[config.mk]
export PLATFORM = sky130hd
export DESIGN_NAME = mem_access_ctrl
export DESIGN_NICKNAME = d
export VERILOG_FILES = /design/src/rtl/mem_access_ctrl.sv
export SDC_FILE = /design/constraint.sdc
export NUM_CORES = 1
export LEC_CHECK = 0
export BUFFER_PORTS_ARGS = -buffer_cell sky130_fd_sc_hd__buf_2
export CAP_MARGIN = 40
export CORE_AREA = 5 5 178 180
export DETAILED_ROUTE_END_ITERATION = 8
export DIE_AREA = 0 0 183 185
export GPL_ROUTABILITY_DRIVEN = 0
export GPL_TIMING_DRIVEN = 0
export PLACE_DENSITY = 0.87
export SKIP_CTS_REPAIR_TIMING = 1
export SYNTH_ARGS = -nofsm -noshare
export SYNTH_HDL_FRONTEND = slang
export SYNTH_SLANG_ARGS = --single-unit
[constraint.sdc]
create_clock -name clk -period 2.5 [get_ports clk]
set_input_delay 0.125 -clock clk [delete_from_list [all_inputs] [get_ports clk]]
set_output_delay 0.125 -clock clk [all_outputs]
set_load 0.02 [all_outputs]
[src/rtl/mem_access_ctrl.sv]
// rtl/mem_access_ctrl.sv - MEM-stage data-memory access sequencer with valid/addr_ok/data_ok bus handshake
module mem_access_ctrl #(
    parameter int ADDR_W = 64,
    parameter int DATA_W = 64
) (
    input  logic              clk,
    input  logic              resetn,
    input  logic              valid_i,
    input  logic [1:0]        mem_rw_i,
    input  logic [1:0]        size_i,
    input  logic              unsigned_i,
    input  logic [ADDR_W-1:0] addr_i,
    input  logic [DATA_W-1:0] wdata_i,
    input  logic              flush_i,
    output logic              dreq_valid,
    output logic [ADDR_W-1:0] dreq_addr,
    output logic [1:0]        dreq_size,
    output logic [7:0]        dreq_strobe,
    output logic [DATA_W-1:0] dreq_data,
    input  logic              dresp_addr_ok,
    input  logic              dresp_data_ok,
    input  logic [DATA_W-1:0] dresp_data,
    output logic              stall_o,
    output logic              done_o,
    output logic [DATA_W-1:0] rdata_o,
    output logic              misalign_o,
    output logic [ADDR_W-1:0] fault_addr_o
);

    typedef enum logic [1:0] {
        S_IDLE = 2'd0,
        S_REQ  = 2'd1,
        S_WAIT = 2'd2,
        S_DONE = 2'd3
    } state_t;

    state_t state, state_nx;

    logic [ADDR_W-1:0] addr_q;
    logic [1:0]        size_q;
    logic              store_q;
    logic              unsigned_q;
    logic [DATA_W-1:0] wdata_q;
    logic              kill_q;
    logic              misalign_q;

    logic              is_mem_op;
    logic              start;
    logic              misaligned;
    logic              capture;
    logic              set_kill;
    logic [5:0]        lane_shift;
    logic [7:0]        base_mask;
    logic [DATA_W-1:0] raw_shifted;
    logic [DATA_W-1:0] load_val;

    assign is_mem_op  = (mem_rw_i == 2'b01) || (mem_rw_i == 2'b10);
    // resetn gates start so stall_o reads 0 while reset is held
    assign start      = resetn && valid_i && !flush_i && is_mem_op;
    assign lane_shift = {addr_q[2:0], 3'b000};

    always_comb begin
        case (size_i)
            2'd1:    misaligned = addr_i[0];
            2'd2:    misaligned = |addr_i[1:0];
            2'd3:    misaligned = |addr_i[2:0];
            default: misaligned = 1'b0;
        endcase
    end

    always_comb begin
        case (size_q)
            2'd0:    base_mask = 8'h01;
            2'd1:    base_mask = 8'h03;
            2'd2:    base_mask = 8'h0F;
            default: base_mask = 8'hFF;
        endcase
    end

    always_comb begin
        raw_shifted = dresp_data >> lane_shift;
        case (size_q)
            2'd0: load_val = unsigned_q ? {{(DATA_W-8){1'b0}}, raw_shifted[7:0]}
                                        : {{(DATA_W-8){raw_shifted[7]}}, raw_shifted[7:0]};
            2'd1: load_val = unsigned_q ? {{(DATA_W-16){1'b0}}, raw_shifted[15:0]}
                                        : {{(DATA_W-16){raw_shifted[15]}}, raw_shifted[15:0]};
            2'd2: load_val = unsigned_q ? {{(DATA_W-32){1'b0}}, raw_shifted[31:0]}
                                        : {{(DATA_W-32){raw_shifted[31]}}, raw_shifted[31:0]};
            default: load_val = raw_shifted;
        endcase
    end

    always_ff @(posedge clk or negedge resetn) begin
        if (!resetn) begin
            state <= S_IDLE;
        end else begin
            state <= state_nx;
        end
    end

    always_comb begin
        state_nx   = state;
        stall_o    = 1'b0;
        done_o     = 1'b0;
        misalign_o = 1'b0;
        dreq_valid = 1'b0;
        capture    = 1'b0;
        set_kill   = 1'b0;
        case (state)
            S_IDLE: begin
                if (start) begin
                    stall_o  = 1'b1;
                    state_nx = misaligned ? S_DONE : S_REQ;
                end
            end
            S_REQ: begin
                dreq_valid = 1'b1;
                stall_o    = 1'b1;
                set_kill   = flush_i;
                if (dresp_addr_ok) begin
                    if (dresp_data_ok) begin
                        // a flush arriving with the data still kills the result
                        if (kill_q || flush_i) begin
                            state_nx = S_IDLE;
                        end else begin
                            capture  = 1'b1;
                            state_nx = S_DONE;
                        end
                    end else begin
                        state_nx = S_WAIT;
                    end
                end
            end
            S_WAIT: begin
                stall_o  = 1'b1;
                set_kill = flush_i;
                if (dresp_data_ok) begin
                    if (kill_q || flush_i) begin
                        state_nx = S_IDLE;
                    end else begin
                        capture  = 1'b1;
                        state_nx = S_DONE;
                    end
                end
            end
            default: begin
                if (!flush_i) begin
                    if (misalign_q) begin
                        misalign_o = 1'b1;
                    end else begin
                        done_o = 1'b1;
                    end
                end
                state_nx = S_IDLE;
            end
        endcase
    end

    // Request fields come only from the latched copy, so they cannot move while waiting for addr_ok
    assign dreq_addr   = (state == S_REQ) ? addr_q : '0;
    assign dreq_size   = (state == S_REQ) ? size_q : 2'b00;
    assign dreq_strobe = (state == S_REQ && store_q) ? (base_mask << addr_q[2:0]) : 8'h00;
    assign dreq_data   = (state == S_REQ) ? (wdata_q << lane_shift) : '0;

    always_ff @(posedge clk or negedge resetn) begin
        if (!resetn) begin
            addr_q       <= '0;
            size_q       <= 2'b00;
            store_q      <= 1'b0;
            unsigned_q   <= 1'b0;
            wdata_q      <= '0;
            kill_q       <= 1'b0;
            misalign_q   <= 1'b0;
            rdata_o      <= '0;
            fault_addr_o <= '0;
        end else begin
            if (state == S_IDLE && start) begin
                addr_q     <= addr_i;
                size_q     <= size_i;
                store_q    <= (mem_rw_i == 2'b10);
                unsigned_q <= unsigned_i;
                wdata_q    <= wdata_i;
                misalign_q <= misaligned;
                if (misaligned) begin
                    fault_addr_o <= addr_i;
                end
            end
            kill_q <= (kill_q || set_kill) && (state_nx != S_IDLE);
            if (capture && !store_q) begin
                rdata_o <= load_val;
            end
        end
    end

endmodule

==> results of run 1 <==
## power by group
| part | switching, mW | internal [mW] | leakage (nW) |
|---|---|---|---|
| Combinational | 9.74 | 7.01 | 6.24 |
| Clock | 1.91 | 2.48 | 0.461 |
| Sequential | 1.76 | 6.43 | 3.19 |
## layer usage
layer,vias to the layer above,GRT usage (%)
li1,5952,-
met1,6945,40.05
met2,1402,52.58
met3,461,9.230
met4,0,17.91
met5,-,0
## state kept, by name (all words and copies together), names as in the netlist
name,cells
rdata_o,64
wdata_q,64
state,2
addr_q,64
size_q,2
kill_q,1
store_q,1
misalign_q,1
unsigned_q,1
fault_addr_o,64
## layout by cell type, fill, tap and decap left out, types with 18 or more instances in the layout
cell,n
sky130_fd_sc_hd__a21oi_1,38
sky130_fd_sc_hd__a31oi_1,43
sky130_fd_sc_hd__and2_1,73
sky130_fd_sc_hd__buf_2,485
sky130_fd_sc_hd__buf_4,45
sky130_fd_sc_hd__buf_6,18
sky130_fd_sc_hd__clkbuf_16,30
sky130_fd_sc_hd__dfrtp_1,263
sky130_fd_sc_hd__dlygate4sd3_1,142
sky130_fd_sc_hd__mux2_2,212
sky130_fd_sc_hd__mux2i_1,93
sky130_fd_sc_hd__mux4_2,26
sky130_fd_sc_hd__nand2_1,80
sky130_fd_sc_hd__nor2_1,127
sky130_fd_sc_hd__o21ai_0,25
## metrics by stage
| stage | util (%) | setup TNS, ns |
|---|---|---|
| final | 68.78 | -0.04702 |
| after global routing | 68.75 | -0.5925 |
| after CTS | 61.16 | -80.46 |
| after detailed placement | 57.98 | -10.03 |
| after global placement | 57.75 | -1652.31 |
| after floorplan | - | 0 |
## cell families after synthesis
kind of cell               synth area share, %
adders and majority gates               0.4320
buffers and inverters                    4.441
and+or+nand+nor                          11.34
DFF                                      45.62
muxes                                    28.06
AOI/OAI and AO/OA                        10.11
## worst max-delay path by stage
stage | depth (start not counted) | startpoint | endpoint | slack, ns
final | 9 | addr_q[1] | dreq_data[55] | -0.03
after global routing | 9 | state[1] | dreq_data[39] | -0.07
after CTS | 7 | state[1] | dreq_strobe[5] | -1.04
after detailed placement | 7 | state[1] | dreq_strobe[5] | -0.44
after global placement | 6 | resetn | fault_addr_o[11] | -4.11
after floorplan | 6 | state[1] | dreq_strobe[5] | 0.42
## cell type report
class / instances / area share (%)
plain buffers: 100 / 4.325
clock buffers: 34 / 3.647
clock inverters: 17 / 0.9753
repair buffers: 645 / 20.26
multi-input cells: 901 / 36.09
inverters: 13 / 0.2544
diodes: 5 / 0.06058
flip-flops and latches: 264 / 31.99
well taps: 396 / 2.399
## worst max-delay path, cell delays in order, from the launching register on
cell and delay [ns]:
sky130_fd_sc_hd__dfrtp_1 0.38, sky130_fd_sc_hd__buf_6 0.13, sky130_fd_sc_hd__buf_6 0.15, sky130_fd_sc_hd__and2b_4 0.32, sky130_fd_sc_hd__buf_8 0.18, sky130_fd_sc_hd__nand2_1 0.09, sky130_fd_sc_hd__o21ai_2 0.10, sky130_fd_sc_hd__mux2i_1 0.12
sky130_fd_sc_hd__nor2_1 0.20, sky130_fd_sc_hd__buf_4 0.18
==> results summary, run 1 <==
The total count of hold-check failures in the final report came out at 0. The maximum number of pins on one net before global-route repair came out at 107. The worst setup path is launched from a register. The power per cell area came out at 1420 nW/µm². The final critical path time including I/O delays and setup came out at about 2.5 ns.

STA classifies the critical path endpoint as a primary output. Across the routed clock network, the largest skew measured is ~0.012 ns. The worst hold endpoint is rdata_o[43]. The maximum clock insertion buffer count is 3. The design draws 29.33 mW.

The number of levels in the clock H-tree is 1. The net count of the finished layout came out at 2161. Once routing completed, OpenROAD measured the worst setup slack at -0.03271 ns. Counting every instance in the synthesized netlist gives 1279. The die outline width came out at about 180 µm. In this run the tightest slew margin relative to its limit is between 40% and 50%. Including well taps, the total number of placed cells is 2150. The average vias per placed instance is 6.215.

In the synthesized netlist the async set-or-reset flop fraction comes to 100.0%. TritonCTS built the clock tree. The number of cells on the worst reg-to-reg path came out at 6. Among all flip-flop cells after synthesis, the most frequent one is sky130_fd_sc_hd__dfrtp_1.

The critical path start-end classification is register to primary output. The synthesized area per cell is 11.32 µm². The highest metal layer with signal wires is met4. The tightest min-delay check is of the primary input to register type.

The cell with the most instances after synthesis is sky130_fd_sc_hd__dfrtp_1. The setup slack of the most critical reg-to-reg path is 0.17 ns. The post-CTS clock slew at the launch and capture registers of the worst setup and hold paths is roughly 0.07 ns. The number of optimization iterations in the first detailed-route pass came out at 8. The first global-routing pass estimated 85.55 mm of wire.

Before CTS, the worst setup slack after placement is -0.4439 ns. The die covers 33860 µm². Summing all multi-input logic gate instances after layout gives 7453 µm².

The number of flip-flops and latches in the synthesized netlist is 264. The final count of negative-setup-slack endpoints came out at 2. The leakage power total is 9.893 nW. The filler cells instantiated in the layout total 2045. The number of pins exceeding their max-slew limit in the final report came out at 0. The total vias in the final route came out at approximately 15000. The worst endpoint required time came out at 2.38 ns. The placed wire-length estimate came out at 43.31 mm.

The initial core utilization is slightly below 50%. The flow ran to the end, but the final reports show violations. The layout overhead on the synthesized area is 42.61%. Counting the buffers created by CTS gives 28.

The number of violations of the max-capacitance limit came out at 0. IR analysis of the VDD net gives a maximum drop of 0.9302 mV. The total area inside the core boundary comes to 30030 µm². The count of standard-cell rows is 64. The number of global-route vias before repair is 14270. The fraction of synthesized cell area taken by the top area cell type came out at 45.62%. In the synthesized netlist, the cells that appear most often are 264 x sky130_fd_sc_hd__dfrtp_1, 213 x sky130_fd_sc_hd__mux2_2, 136 x sky130_fd_sc_hd__nor2_1, 100 x sky130_fd_sc_hd__mux2i_1, 82 x sky130_fd_sc_hd__nand2_1. The design area came out at 20650 µm². In this run the critical register-to-register path is launched from state[0]. After detailed routing, the average wire length per cell comes to 26.74 µm. The number of standard cells in the final layout excluding fillers came out at 2375.

The achievable clock frequency came out at 394.8 MHz. The summed instance area of the synthesized netlist is ~14000 µm². Synthesis produced a netlist with a net count of ~1500. The global-route congestion overflow total is 0.

The data arrival at the endpoint of the critical path is between 2 and 2.5 ns. The wire length on met3 came out at 7.658 mm. The clock latency of the later-clocked register in the worst-skew pair came out at approximately 0.56 ns. The number of antenna violations at the first check in global routing came out at 2.

The sequential cell area in the final layout is 6608 µm². The global-route total usage across every layer came out at 32.70%. sky130_fd_sc_hd__dfrtp_1 takes more of the synthesized area than any other cell. After layout, the worst path uses 101.3% of the clock period. The distinct cell type count after synthesis came out at 52. The top-level port count came out at between 400 and 500. The cell area after placement is 17410 µm².

The total wire length after detailed routing came out at around 64 mm. Along the worst hold path, the cell count comes to 4. The worst register-to-register path ends at fault_addr_o[22]. Across all hold checks on the routed design, the worst slack comes to 0.01992 ns.

For this run, the register share of the synthesized area comes to between 40% and 50%. The number of nets still failing antenna checks after routing came out at 0. In this run the clock root is driven by a sky130_fd_sc_hd__clkbuf_16.

Counting flops with a built-in enable in the synthesized netlist gives 0. The hold path startpoint is dresp_data[51]. Cells with a size suffix above 1 make up 47.42% of the layout. The final reports fail on setup timing.

The overall die height came out at 185 µm. The transition time of the tightest slew-check pin came out at 0.7530 ns. Setup repair after global routing could not meet its margin everywhere.

After the first detailed-routing iteration, the DRC count stood at 1868. The total of warnings raised by yosys is 0. The quantity of I/O buffers inserted on ports came out at 472.

The DRC violations left is 0. The sum of routed wire segments on met1 is approximately 21 mm. After synthesis, the cell types taking the most area are sky130_fd_sc_hd__dfrtp_1 46%, sky130_fd_sc_hd__mux2_2 17%, sky130_fd_sc_hd__mux2i_1 6.9%. The count of clock tree sinks came out at 264. The met2 wire length is approximately 29 mm. Of all nets on the critical path, the largest fanout is 10.
Note: power is estimated with default switching activity, not from simulation.
==> inputs of run 2 (changes only) <==
Settings changed: CELL_PAD_IN_SITES_DETAIL_PLACEMENT set to 2, CELL_PAD_IN_SITES_GLOBAL_PLACEMENT set to 2, CORE_AREA 5 5 178 180 to not set, CORE_MARGIN set to 5, CORE_UTILIZATION set to 33, CTS_BUF_LIST set to sky130_fd_sc_hd__clkbuf_4 sky130_fd_sc_hd__clkbuf_8, DIE_AREA 0 0 183 185 to not set, PLACE_DENSITY 0.87 to 0.93.
==> run 2 against run 1 <==
The run ends with hold timing, setup timing left; clock skew increased by 0.023 ns; power increased by 19%; core utilization down 18 points; critical endpoint is now dreq_strobe[5]; combinational power up 25%; sequential power rose by 9.2%.
==> results summary, run 2 (synthesis results as in run 1) <==
The flow ran to the end, but the final reports show violations. The final reports fail on hold timing, setup timing. The number of nets still failing antenna checks after routing came to 0 (unchanged). The number of levels in the clock H-tree was 2 (+1). The final critical path time including I/O delays and setup came out at 2.901 ns (+0.3687 ns).

The top-level port count is 473 (unchanged). The largest vdd supply drop was 0.7717 mV (-17%). The clock latency of the later-clocked register in the worst-skew pair is 0.65 ns (+0.09 ns). The fraction of power consumed by the clock network is 13.9% (-1.1 points). The global-route congestion overflow total came out at 0 (unchanged). The number of optimization iterations in the first detailed-route pass is 8 (unchanged). The worst-case setup slack after placement is -0.5254 ns (-0.08144 ns). The worst hold slack is -0.002160 ns (-0.02208 ns). The number of antenna violations at the first check in global routing came to 13 (+11). The transition time of the tightest slew-check pin is 0.7847 ns (+0.03173 ns). The number of clock buffers inserted by TritonCTS came to 48 (+71%). The quantity of I/O buffers inserted on ports came to 472 (unchanged). The worst endpoint required time is 2.38 ns (about the same).

The leakage power total came out at 10.34 nW (+4.5%). The sum of negative setup slack came out at -7.231 ns (-7.184 ns). The slowest stage of the critical path belongs to the cell sky130_fd_sc_hd__a211oi_1.

The part of the cycle the worst path needs is 116.1% (+15 points). Setup repair after global routing could not meet its margin everywhere. The switching portion of total power came out at 50.91% (+5.2 points).

The maximum number of pins on one net before global-route repair came to 115 (+7.5%). The post-CTS clock slew at the launch and capture registers of the worst setup and hold paths came to 0.07 ns (about the same). The total wire length after detailed routing is 102.3 mm (+61%). The number of pins exceeding their max-slew limit in the final report came out at 0 (unchanged). The count of standard-cell rows came out at 76 (+19%). The core box area is 43270 µm² (+44%). The layout cell share with drive strength beyond 1 came out at 52.94% (+5.5 points). The CTS tree is built.

The net count of the finished layout came out at 2217 (+2.6%). The initial core utilization is 33.47% (-15 points). The combinational fraction of design power came out at 60.4% (+3.3 points). STA classifies the critical path endpoint as a primary output. The worst clock skew is 0.03436 ns (+0.02263 ns). The fraction of power consumed by sequential logic came out at 25.7% (-2.2 points). The critical path start-end classification is register to primary output.

The final total power came out at 34.77 mW (+19%). The number of DRC markers in iteration 0 came out at 1531 (-18%). The placed wire-length estimate is 57.82 mm (+33%). Walking the worst path, the cells encountered are inv_2, ha_4, buf_6, nand2_2, o21bai_1, a211oi_1, buf_4.

The DRC violations left is 0 (unchanged). The top cell types in the final layout, fill and taps aside, are 447 x sky130_fd_sc_hd__buf_2, 262 x sky130_fd_sc_hd__dfrtp_1, 209 x sky130_fd_sc_hd__mux2_2. The count of clock tree sinks was 264 (unchanged). The power per cell area was 1569 nW/µm² (+10%). The achievable clock frequency is 344.7 MHz (-13%). The kind of path behind the tightest hold check is primary input to register.

The final worst slack was -0.4014 ns (-0.3687 ns). The die outline width is 219.5 µm (+20%). The layout overhead on the synthesized area is 53.01%. The first-pass GRT wire length came to 109.5 mm (+28%).

The maximum fanout along the worst path came out at 10 (unchanged). The average vias per placed instance is 6.183 (-0.51%). The design internal power came to 17.07 mW (+7.2%).

The average wire per standard cell is 38.82 µm (+45%). The headroom to the max-slew limit came out at 47.69% (-1.8 points). The number of violations of the max-capacitance limit is 0 (unchanged). The largest stage delay on the critical path came out at 0.45 ns (+0.07 ns). The global-route total usage across every layer came out at 30.64% (-2.1 points). The number of global-route vias before repair is 16040 (+12%). The maximum clock insertion buffer count came to 3 (unchanged). Leaving out fill and tap cells, the most frequent cell in the layout is sky130_fd_sc_hd__buf_2. The final count of negative-setup-slack endpoints is 81 (+79). The data arrival at the endpoint of the critical path is 2.78 ns (+0.37 ns). The switching power of the nets is 17.70 mW (+32%). Clock tree synthesis selected as its root buffer the cell sky130_fd_sc_hd__clkbuf_8. The total placed cells including tap cells came to 2340 (+8.8%). The total count of hold-check failures in the final report came to 1 (+1). The overall die height came out at 219.5 µm (+19%). STA classifies the critical path startpoint as a register. The die area is 48180 µm² (+42%). The total vias in the final route came out at 16290 (+10%). The number of standard cells in the final layout excluding fillers is 2634 (+11%).
run 2: final cells by class:
class,count,area [µm²]
repair buffers,683,4836
clock buffers,77,947.2
clock inverters,6,71.32
fillers,4259,21110
inverters,13,56.30
diodes,7,17.52
well taps,585,732.0
plain buffers,98,1021
multi-input cells,901,7870
flip-flops and latches,264,6609
run 2: final timing paths:
path | from | to | slack [ns] | depth (start not counted)
max | state[1] | dreq_strobe[5] | -0.40 | 7
min | dresp_data[51] | rdata_o[43] | -0.002 | 4
max reg2reg | state[1] | rdata_o[42] | -0.05 | 8
min reg2reg | addr_q[57] | addr_q[57] | 0.50 | 1
max in group asynchronous | resetn | wdata_q[30] | 1.53 | 5
min in group asynchronous | resetn | wdata_q[16] | 0.41 | 5
run 2: power by group through the flow:
stage | clock, mW | sequential, mW | combinational [mW]
5_1_grt | 5.01 | 8.94 | 21.3
2_1_floorplan | 0 | 8.79 | 8.53
3_5_place_dp | 0 | 8.21 | 15.4
3_3_place_gp | 0 | 7.87 | 14.6
6_report | 4.82 | 8.94 | 21.0
4_1_cts | 4.60 | 8.22 | 15.7
run 2: stage by stage:
| stage | utilization (%) | cell area (µm²) |
|---|---|---|
| finish | 51.22 | 22160 |
| global route | 51.21 | 22160 |
| CTS | 43.18 | 18680 |
| detailed placement | 40.83 | 17660 |
| global placement | 40.62 | 17580 |
| floorplan | - | 14480 |
run 2: critical path: cells and delay by family (launching register included):
family | cells | cell delay, ns
simple gates | 1 | 0.15
buf+inv | 3 | 0.60
flops | 1 | 0.42
fa+ha+maj | 1 | 0.22
compound gates | 2 | 0.72
run 2: metal layers:
metal / wire length, µm / vias to the layer above / global-route usage, %
met5: 80 / - / 0
met4: 9416 / 14 / 15.26
met3: 10420 / 581 / 9.479
met2: 47930 / 1361 / 52.60
met1: 34420 / 8276 / 34.51
li1: - / 6054 / -
